[config.mk]
export PLATFORM = sky130hd
export DESIGN_NAME = dmem_arbiter_flat
export DESIGN_NICKNAME = d
export VERILOG_FILES = /design/src/rtl/dmem_arbiter_if.sv /design/src/rtl/dmem_arbiter.sv /design/src/flat_wrapper.sv
export SDC_FILE = /design/constraint.sdc
export NUM_CORES = 1
export LEC_CHECK = 0
export CELL_PAD_IN_SITES_DETAIL_PLACEMENT = 1
export CELL_PAD_IN_SITES_GLOBAL_PLACEMENT = 2
export CORE_MARGIN = 1.5
export CORE_UTILIZATION = 23
export CTS_BUF_LIST = sky130_fd_sc_hd__clkbuf_8
export DETAILED_ROUTE_END_ITERATION = 7
export PLACE_DENSITY_LB_ADDON = 0.05
export SLEW_MARGIN = 20
export SYNTH_ARGS = -nofsm -noshare
export SYNTH_HDL_FRONTEND = slang
export SYNTH_SLANG_ARGS = --single-unit
[constraint.sdc]
create_clock -name clk -period 6.5 [get_ports clk]
set_input_delay 1.95 -clock clk [delete_from_list [all_inputs] [get_ports clk]]
set_output_delay 1.95 -clock clk [all_outputs]
set_load 0.01 [all_outputs]
[src/rtl/dmem_arbiter_if.sv]
// dmem_arbiter_if: core, host-burst and memory-macro signals of the data memory arbiter.
interface dmem_arbiter_if #(parameter int AW = 8, parameter int DW = 8);
    logic          cpu_req;
    logic          cpu_we;
    logic [AW-1:0] cpu_addr;
    logic [DW-1:0] cpu_wdata;
    logic [DW-1:0] cpu_rdata;
    logic          host_start;
    logic          host_wr;
    logic [AW-1:0] host_base;
    logic [AW-1:0] host_len;
    logic [DW-1:0] host_wdata;
    logic          host_wready;
    logic [DW-1:0] host_rdata;
    logic          host_rvalid;
    logic          host_busy;
    logic          host_done;
    logic          host_starved;
    logic [AW-1:0] mem_addr;
    logic          mem_we;
    logic [DW-1:0] mem_wdata;
    logic [DW-1:0] mem_rdata;
    modport slave (
        input  cpu_req, cpu_we, cpu_addr, cpu_wdata, host_start, host_wr, host_base, host_len,
               host_wdata, mem_rdata,
        output cpu_rdata, host_wready, host_rdata, host_rvalid, host_busy, host_done,
               host_starved, mem_addr, mem_we, mem_wdata
    );
    modport master (
        output cpu_req, cpu_we, cpu_addr, cpu_wdata, host_start, host_wr, host_base, host_len,
               host_wdata, mem_rdata,
        input  cpu_rdata, host_wready, host_rdata, host_rvalid, host_busy, host_done,
               host_starved, mem_addr, mem_we, mem_wdata
    );
endinterface

[src/rtl/dmem_arbiter.sv]
// dmem_arbiter: shares the data memory between the scp core (always wins) and a host burst port.
// Define DMEM_ARB_STARVE_EN to build the blocked-cycle counter and sticky host_starved flag.
module dmem_arbiter #(
    parameter int AW       = 8,
    parameter int DW       = 8,
    parameter int MAX_WAIT = 15
) (
    input logic           clk,
    input logic           rst,
    dmem_arbiter_if.slave bus
);
    typedef enum logic [1:0] {IDLE, XFER, DONE} state_t;
    state_t        state;
    logic [AW-1:0] addr_q;
    logic [AW-1:0] cnt_q;
    logic          wr_q;
    logic          hostBeat;
    logic          startOk;

    assign hostBeat        = state == XFER && !bus.cpu_req;
    assign startOk         = state == IDLE && bus.host_start;
    assign bus.mem_addr    = hostBeat ? addr_q : bus.cpu_addr;
    assign bus.mem_we      = bus.cpu_req ? bus.cpu_we : hostBeat && wr_q;
    assign bus.mem_wdata   = hostBeat ? bus.host_wdata : bus.cpu_wdata;
    assign bus.host_wready = hostBeat && wr_q;
    assign bus.cpu_rdata   = bus.mem_rdata;
    assign bus.host_busy   = state != IDLE;

    always_ff @(posedge clk or negedge rst) begin
        if (!rst) begin
            state           <= IDLE;
            addr_q          <= '0;
            cnt_q           <= '0;
            wr_q            <= 1'b0;
            bus.host_rdata  <= DW'(0);
            bus.host_rvalid <= 1'b0;
            bus.host_done   <= 1'b0;
        end else begin
            bus.host_rvalid <= hostBeat && !wr_q;
            bus.host_done   <= hostBeat && cnt_q == '0;
            if (startOk) begin
                addr_q <= bus.host_base;
                cnt_q  <= bus.host_len;
                wr_q   <= bus.host_wr;
                state  <= XFER;
            end else if (state == DONE) begin
                state <= IDLE;
            end else if (hostBeat) begin
                addr_q <= addr_q + AW'(1);
                if (!wr_q) bus.host_rdata <= bus.mem_rdata;
                if (cnt_q == '0) state <= DONE;
                else cnt_q <= cnt_q - AW'(1);
            end
        end
    end

`ifdef DMEM_ARB_STARVE_EN
    logic [7:0] blockCnt;
    always_ff @(posedge clk or negedge rst) begin
        if (!rst) begin
            blockCnt         <= 8'd0;
            bus.host_starved <= 1'b0;
        end else if (startOk) begin
            blockCnt         <= 8'd0;
            bus.host_starved <= 1'b0;
        end else if (state == XFER && bus.cpu_req) begin
            if (blockCnt != 8'(MAX_WAIT)) blockCnt <= blockCnt + 8'd1;
            if (blockCnt == 8'(MAX_WAIT - 1)) bus.host_starved <= 1'b1;
        end else if (hostBeat) begin
            blockCnt <= 8'd0;
        end
    end
`else
    // MAX_WAIT is confined to 1..255, so this ties the flag low
    assign bus.host_starved = MAX_WAIT == 0;
`endif
endmodule

[src/flat_wrapper.sv]
// flat-port wrapper written by rule: the top's interface ports become plain ports
module dmem_arbiter_flat 
#(
    parameter int AW       = 8,
    parameter int DW       = 8,
    parameter int MAX_WAIT = 15
)
  (clk, rst, bus_cpu_req, bus_cpu_we, bus_cpu_addr, bus_cpu_wdata, bus_host_start, bus_host_wr, bus_host_base, bus_host_len, bus_host_wdata, bus_mem_rdata, bus_cpu_rdata, bus_host_wready, bus_host_rdata, bus_host_rvalid, bus_host_busy, bus_host_done, bus_host_starved, bus_mem_addr, bus_mem_we, bus_mem_wdata);
  dmem_arbiter_if #(.AW(AW), .DW(DW)) bus_i ();
  input logic clk;
  input logic rst;
  input wire logic [$bits(bus_i.cpu_req)-1:0] bus_cpu_req;
  input wire logic [$bits(bus_i.cpu_we)-1:0] bus_cpu_we;
  input wire logic [$bits(bus_i.cpu_addr)-1:0] bus_cpu_addr;
  input wire logic [$bits(bus_i.cpu_wdata)-1:0] bus_cpu_wdata;
  input wire logic [$bits(bus_i.host_start)-1:0] bus_host_start;
  input wire logic [$bits(bus_i.host_wr)-1:0] bus_host_wr;
  input wire logic [$bits(bus_i.host_base)-1:0] bus_host_base;
  input wire logic [$bits(bus_i.host_len)-1:0] bus_host_len;
  input wire logic [$bits(bus_i.host_wdata)-1:0] bus_host_wdata;
  input wire logic [$bits(bus_i.mem_rdata)-1:0] bus_mem_rdata;
  output wire logic [$bits(bus_i.cpu_rdata)-1:0] bus_cpu_rdata;
  output wire logic [$bits(bus_i.host_wready)-1:0] bus_host_wready;
  output wire logic [$bits(bus_i.host_rdata)-1:0] bus_host_rdata;
  output wire logic [$bits(bus_i.host_rvalid)-1:0] bus_host_rvalid;
  output wire logic [$bits(bus_i.host_busy)-1:0] bus_host_busy;
  output wire logic [$bits(bus_i.host_done)-1:0] bus_host_done;
  output wire logic [$bits(bus_i.host_starved)-1:0] bus_host_starved;
  output wire logic [$bits(bus_i.mem_addr)-1:0] bus_mem_addr;
  output wire logic [$bits(bus_i.mem_we)-1:0] bus_mem_we;
  output wire logic [$bits(bus_i.mem_wdata)-1:0] bus_mem_wdata;
  assign bus_i.cpu_req = bus_cpu_req;
  assign bus_i.cpu_we = bus_cpu_we;
  assign bus_i.cpu_addr = bus_cpu_addr;
  assign bus_i.cpu_wdata = bus_cpu_wdata;
  assign bus_i.host_start = bus_host_start;
  assign bus_i.host_wr = bus_host_wr;
  assign bus_i.host_base = bus_host_base;
  assign bus_i.host_len = bus_host_len;
  assign bus_i.host_wdata = bus_host_wdata;
  assign bus_i.mem_rdata = bus_mem_rdata;
  assign bus_cpu_rdata = bus_i.cpu_rdata;
  assign bus_host_wready = bus_i.host_wready;
  assign bus_host_rdata = bus_i.host_rdata;
  assign bus_host_rvalid = bus_i.host_rvalid;
  assign bus_host_busy = bus_i.host_busy;
  assign bus_host_done = bus_i.host_done;
  assign bus_host_starved = bus_i.host_starved;
  assign bus_mem_addr = bus_i.mem_addr;
  assign bus_mem_we = bus_i.mem_we;
  assign bus_mem_wdata = bus_i.mem_wdata;
  dmem_arbiter #(.AW(AW), .DW(DW), .MAX_WAIT(MAX_WAIT)) u_core (.clk(clk), .rst(rst), .bus(bus_i));
endmodule
-- Yosys cells after proc, flatten, opt, wreduce, memory -nomap -nowiden
Cells that the tools add are included.
- reductions and logical operators: 17
- bitwise gates (word level): 3
- equal/unequal tests: 4
- $add $sub $neg: 2
- multiplexer cells: 14
- operators with widths (kind ; number):
    $mux 8 ; 9
    $add 8x1->8 const B ; 1
    $logic_not 8->1 ; 1
    $mux 2 ; 4
    $sub 8x1->8 const B ; 1
    $reduce_bool 3->1 ; 2
    $logic_and 1x1->1 ; 5
    $ne 2x1->1 const B ; 2
    $reduce_and 2->1 ; 2
    $reduce_and 4->1 ; 1
    $reduce_bool 2->1 ; 2
    $not 1->1 ; 3
    $reduce_and 3->1 ; 1
    $eq 2x1->1 const B ; 1
    $eq 2x2->1 const B ; 1
    $logic_not 1->1 ; 2
    $logic_not 2->1 ; 1
    $mux 1 ; 1
- bits of input ports: 54
- word-level logic and storage cells: 47
- output and inout bits: 38
- flip-flop bits (word level): 29

-- Logic depth before layout (Yosys ltp)
- depth after elaboration: 5
- mapped depth: 6
- depth with buffers taken out: 6

-- Least setup slack after synthesis
No wires, ideal clock.
- kind: input to output
- start point: input bus_cpu_req
- end point: output bus_mem_addr[0]
- setup slack: 1609 ps
- required time: 4550 ps
- stages: 6
- data arrival time: 2941 ps
- buffers on the path: 3
- cell sequence: or3b_1 -> buf_2 -> buf_2 -> buf_2 -> nand2_1 -> nand2_1
- cells in the longest elaborated chain, start to end: 3
- ends and longest elaborated chain (item ; line ; text):
    from (decl) ; flat_wrapper.sv:12 ; input wire logic [$bits(bus_i.cpu_req)-1:0] bus_cpu_req;
    $logic_not 1->1 ; dmem_arbiter.sv:20 ; assign hostBeat = state == XFER && !bus.cpu_req;
    $logic_and 1x1->1 ; dmem_arbiter.sv:20 ;
    $mux 8 ; dmem_arbiter.sv:22 ; assign bus.mem_addr = hostBeat ? addr_q : bus.cpu_addr;
    to (decl) ; flat_wrapper.sv:29 ; output wire logic [$bits(bus_i.mem_addr)-1:0] bus_mem_addr;
No other way between the ends.

-- Worst setup path in the final report
- start point: input bus_cpu_req
- end point: output bus_mem_addr[4]
The elaborated chain is that of the path after synthesis.

==> out/results.tsv <==
metric	value	unit
status	complete, no violations	
syn-num-nets	257	
die_h	89.87	µm
power.density	388.1	mW/mm²
stdcell_area	0.002803	mm²
io-pin-count	92	
leakage	1.197	nW
initial_core_util	23.80	%
cts-root-buf	clkbuf_8	
grt_first_pass_wirelength	8.562	mm
synth_cells	200	
ant_nets	0	
synth-edff-count	0	
ys_warn_count	0	
r2r_slack	4.45	ns
r2r_end	u_core.bus.host_rdata[2]	
cts-resized-gates	0	
port_buffers	90	
diodes	0	
seqPwrFrac	32.4	%
cts_sinks	29	
instances_no_fill	384	
path_clk_slew	0.07	ns
yosysSeqAreaShare	41.82	%
place_area	0.002686	mm²
critical_path_class	in2out	
hp-class	reg2reg	
fin_worst_skew	0.009050	ns
synth_top_cells_by_count	nand2_1 (62), dfrtp_1 (29), nor2_1 (11)	
grt-ovfl-total	0	
cp_num_buf_inv	2	
start_kind	input pin	
synth.most_common_cell	nand2_1	
cp_top_family	buffers and inverters	
drt_pass1_iterations	4	
syn-cell-area	0.001735	mm²
post-route-min-period	5.829	ns
drt_iter0_markers	57	
drt_wl_total	5.181	mm
ys_ff_latch	29	
ys.flop_type	dfrtp_1	
setup_tns	0	ns
avgSynthCellArea	8.677	µm²
maxSlewViolCount	0	
grt_antenna_before_repair	0	
worst_pin_slew	0.7590	ns
setup_ws	0.6709	ns
fin_crit_sh	89.68	%
cp_slowest_cell	or3b_1	
worstPathArrival	3.88	ns
grt_start_max_net_pins	30	
core	0.007292	mm²
htree_levels	2	
clockBufferDepth	2	
slew_headroom	49.40	%
cp-end-kind	primary output	
max_freq	171.6	MHz
ctsHoldBuffers	0	
n_fill_cell	872	
p_int	0.6854	mW
tritoncts	yes	
yosysUniqueCellTypes	44	
wl_per_cell	13.49	µm
postCtsSetupRepairBufs	0	
finalWeightedCongestion	0.7025	
switching_share	36.98	%
p_clk_share	18.2	%
grt_use_total	13.33	%
dp_cells	376	
r2r_start	u_core.state[1]	
combinationalPowerShare	49.5	%
drv_cap	0	
finalSetupViolCount	0	
grt_pass1_vias	1668	
drc_errors	0	
cts_buffers	5	
place_hpwl	3.916	mm
ir_worst_vdd	124.2	µV
final_hold_viol_count	0	
dieArea	0.008076	mm²
crit_end	bus_mem_addr[4]	
cp_slowest_stage_delay	0.59	ns
path_max_fanout	19	
yosys.area.top_type	dfrtp_1	
rsz0062_at_grt	false	
via_count	1667	
cp.depth	5	
viasPerCell	4.341	
drive_gt1_share	6.316	%
fin_nets	341	
die_w	89.87	µm
switching_power	0.4022	mW
reg2reg_depth	4	
critPathRequiredTime	4.55	ns
crit_chain	clkdlybuf4s50_1, or3b_1, nand2_1, nand2_1, clkdlybuf4s50_1	
synth-async-reset-ratio	100.0	%
row_count	31	
clock_latency	0.28	ns
area_growth	61.50	%
pre_cts_ws	0.6247	ns
synth_area_leaders	dfrtp_1 (42%), nand2_1 (13%), mux2_1 (5.2%), buf_4 (3.9%), xnor2_1 (2.5%)	
whs	0.4896	ns
post-synth-top-area-fraction	41.82	%
crit_start	bus_cpu_req	
[metrics by stage]
stage               util, %  power [mW]
floorplan                 -      0.6493
global placement      36.84      0.8980
detailed placement    36.84      0.9054
CTS                   38.44       1.109
global route          38.44       1.176
finish                38.44       1.088
[final cells by class]
cell class | instances | area [µm²] | share of cell area, %
tap | 99 | 123.9 | 4.420
sequential | 29 | 725.7 | 25.89
clock buffer | 6 | 82.58 | 2.946
timing repair buffer | 94 | 930.9 | 33.21
clock inverter | 2 | 33.78 | 1.205
multi-input combinational | 149 | 887.1 | 31.65
inverter | 5 | 18.77 | 0.6696
[registers in the layout, summed over array words and instances, names as in the netlist]
| signal | cells |
|---|---|
| u_core.state | 2 |
| u_core.addr_q | 8 |
| u_core.bus.host_rdata | 8 |
| u_core.wr_q | 1 |
| u_core.bus.host_done | 1 |
| u_core.cnt_q | 8 |
| u_core.bus.host_rvalid | 1 |
[placed cells by master, fill, tap and decap left out, drive strengths merged, types with 2 or more instances in the layout]
cell            n
clkdlybuf4s50  90
nand2          62
dfrtp          29
nor2           12
o21ai           9
mux2            8
a21oi           8
inv             6
clkbuf          6
nand3           5
xnor2           5
nor3            4
buf             4
a211oi          4
ha              3
nor3b           2
nand4bb         2
and2            2
mux2i           2
nand4           2
nor4            2
or2             2
[power groups by stage]
| stage | Clock [mW] | Combinational, mW | Sequential (mW) |
|---|---|---|---|
| after CTS | 0.204 | 0.551 | 0.354 |
| after global routing | 0.213 | 0.595 | 0.369 |
| after detailed placement | 0 | 0.548 | 0.358 |
| after floorplan | 0 | 0.297 | 0.352 |
| final | 0.197 | 0.538 | 0.352 |
| after global placement | 0 | 0.543 | 0.355 |
[worst register-to-register path: stages, from the launching register on]
cell	delay, ns
dfrtp_1	0.43
or3b_1	0.69
buf_4	0.29
nor2_8	0.17
mux2_1	0.34
[logic make-up after synthesis]
| logic type | after synthesis | synth area share (%) |
|---|---|---|
| AO/OA/AOI/OAI | 30 | 11.61 |
| AND/OR/NAND/NOR | 99 | 27.76 |
| other | 1 | 0.2161 |
| buffers and inverters | 22 | 7.065 |
| flip-flops | 29 | 41.82 |
| multiplexers | 10 | 6.345 |
| adder cells (fa/ha/maj) | 3 | 2.163 |
| XOR/XNOR | 6 | 3.028 |
[per-layer routing]
metal | part of all wire (%) | routed length, µm | vias up | GRT usage [%]
met4 | 0.56 | 29 | 0 | 3.571
met1 | 46 | 2378 | 782 | 16.77
met2 | 49 | 2521 | 47 | 21.95
met3 | 4.9 | 252 | 2 | 4.315
li1 | - | - | 836 | -
met5 | 0 | 0 | - | 0
[how the worst min path moves through the flow]
stage,from,to,slack (ns),cells past startpoint
detailed placement,u_core.bus.host_rdata[6],u_core.bus.host_rdata[6],0.48,1
CTS,u_core.bus.host_rdata[4],u_core.bus.host_rdata[4],0.50,1
finish,u_core.bus.host_rdata[1],u_core.bus.host_rdata[1],0.49,1
global route,u_core.bus.host_rdata[4],u_core.bus.host_rdata[4],0.51,1
floorplan,u_core.addr_q[5],u_core.addr_q[5],0.49,1
global placement,u_core.bus.host_rdata[4],u_core.bus.host_rdata[4],0.47,1
No activity file was read; power rests on OpenSTA's default activity.
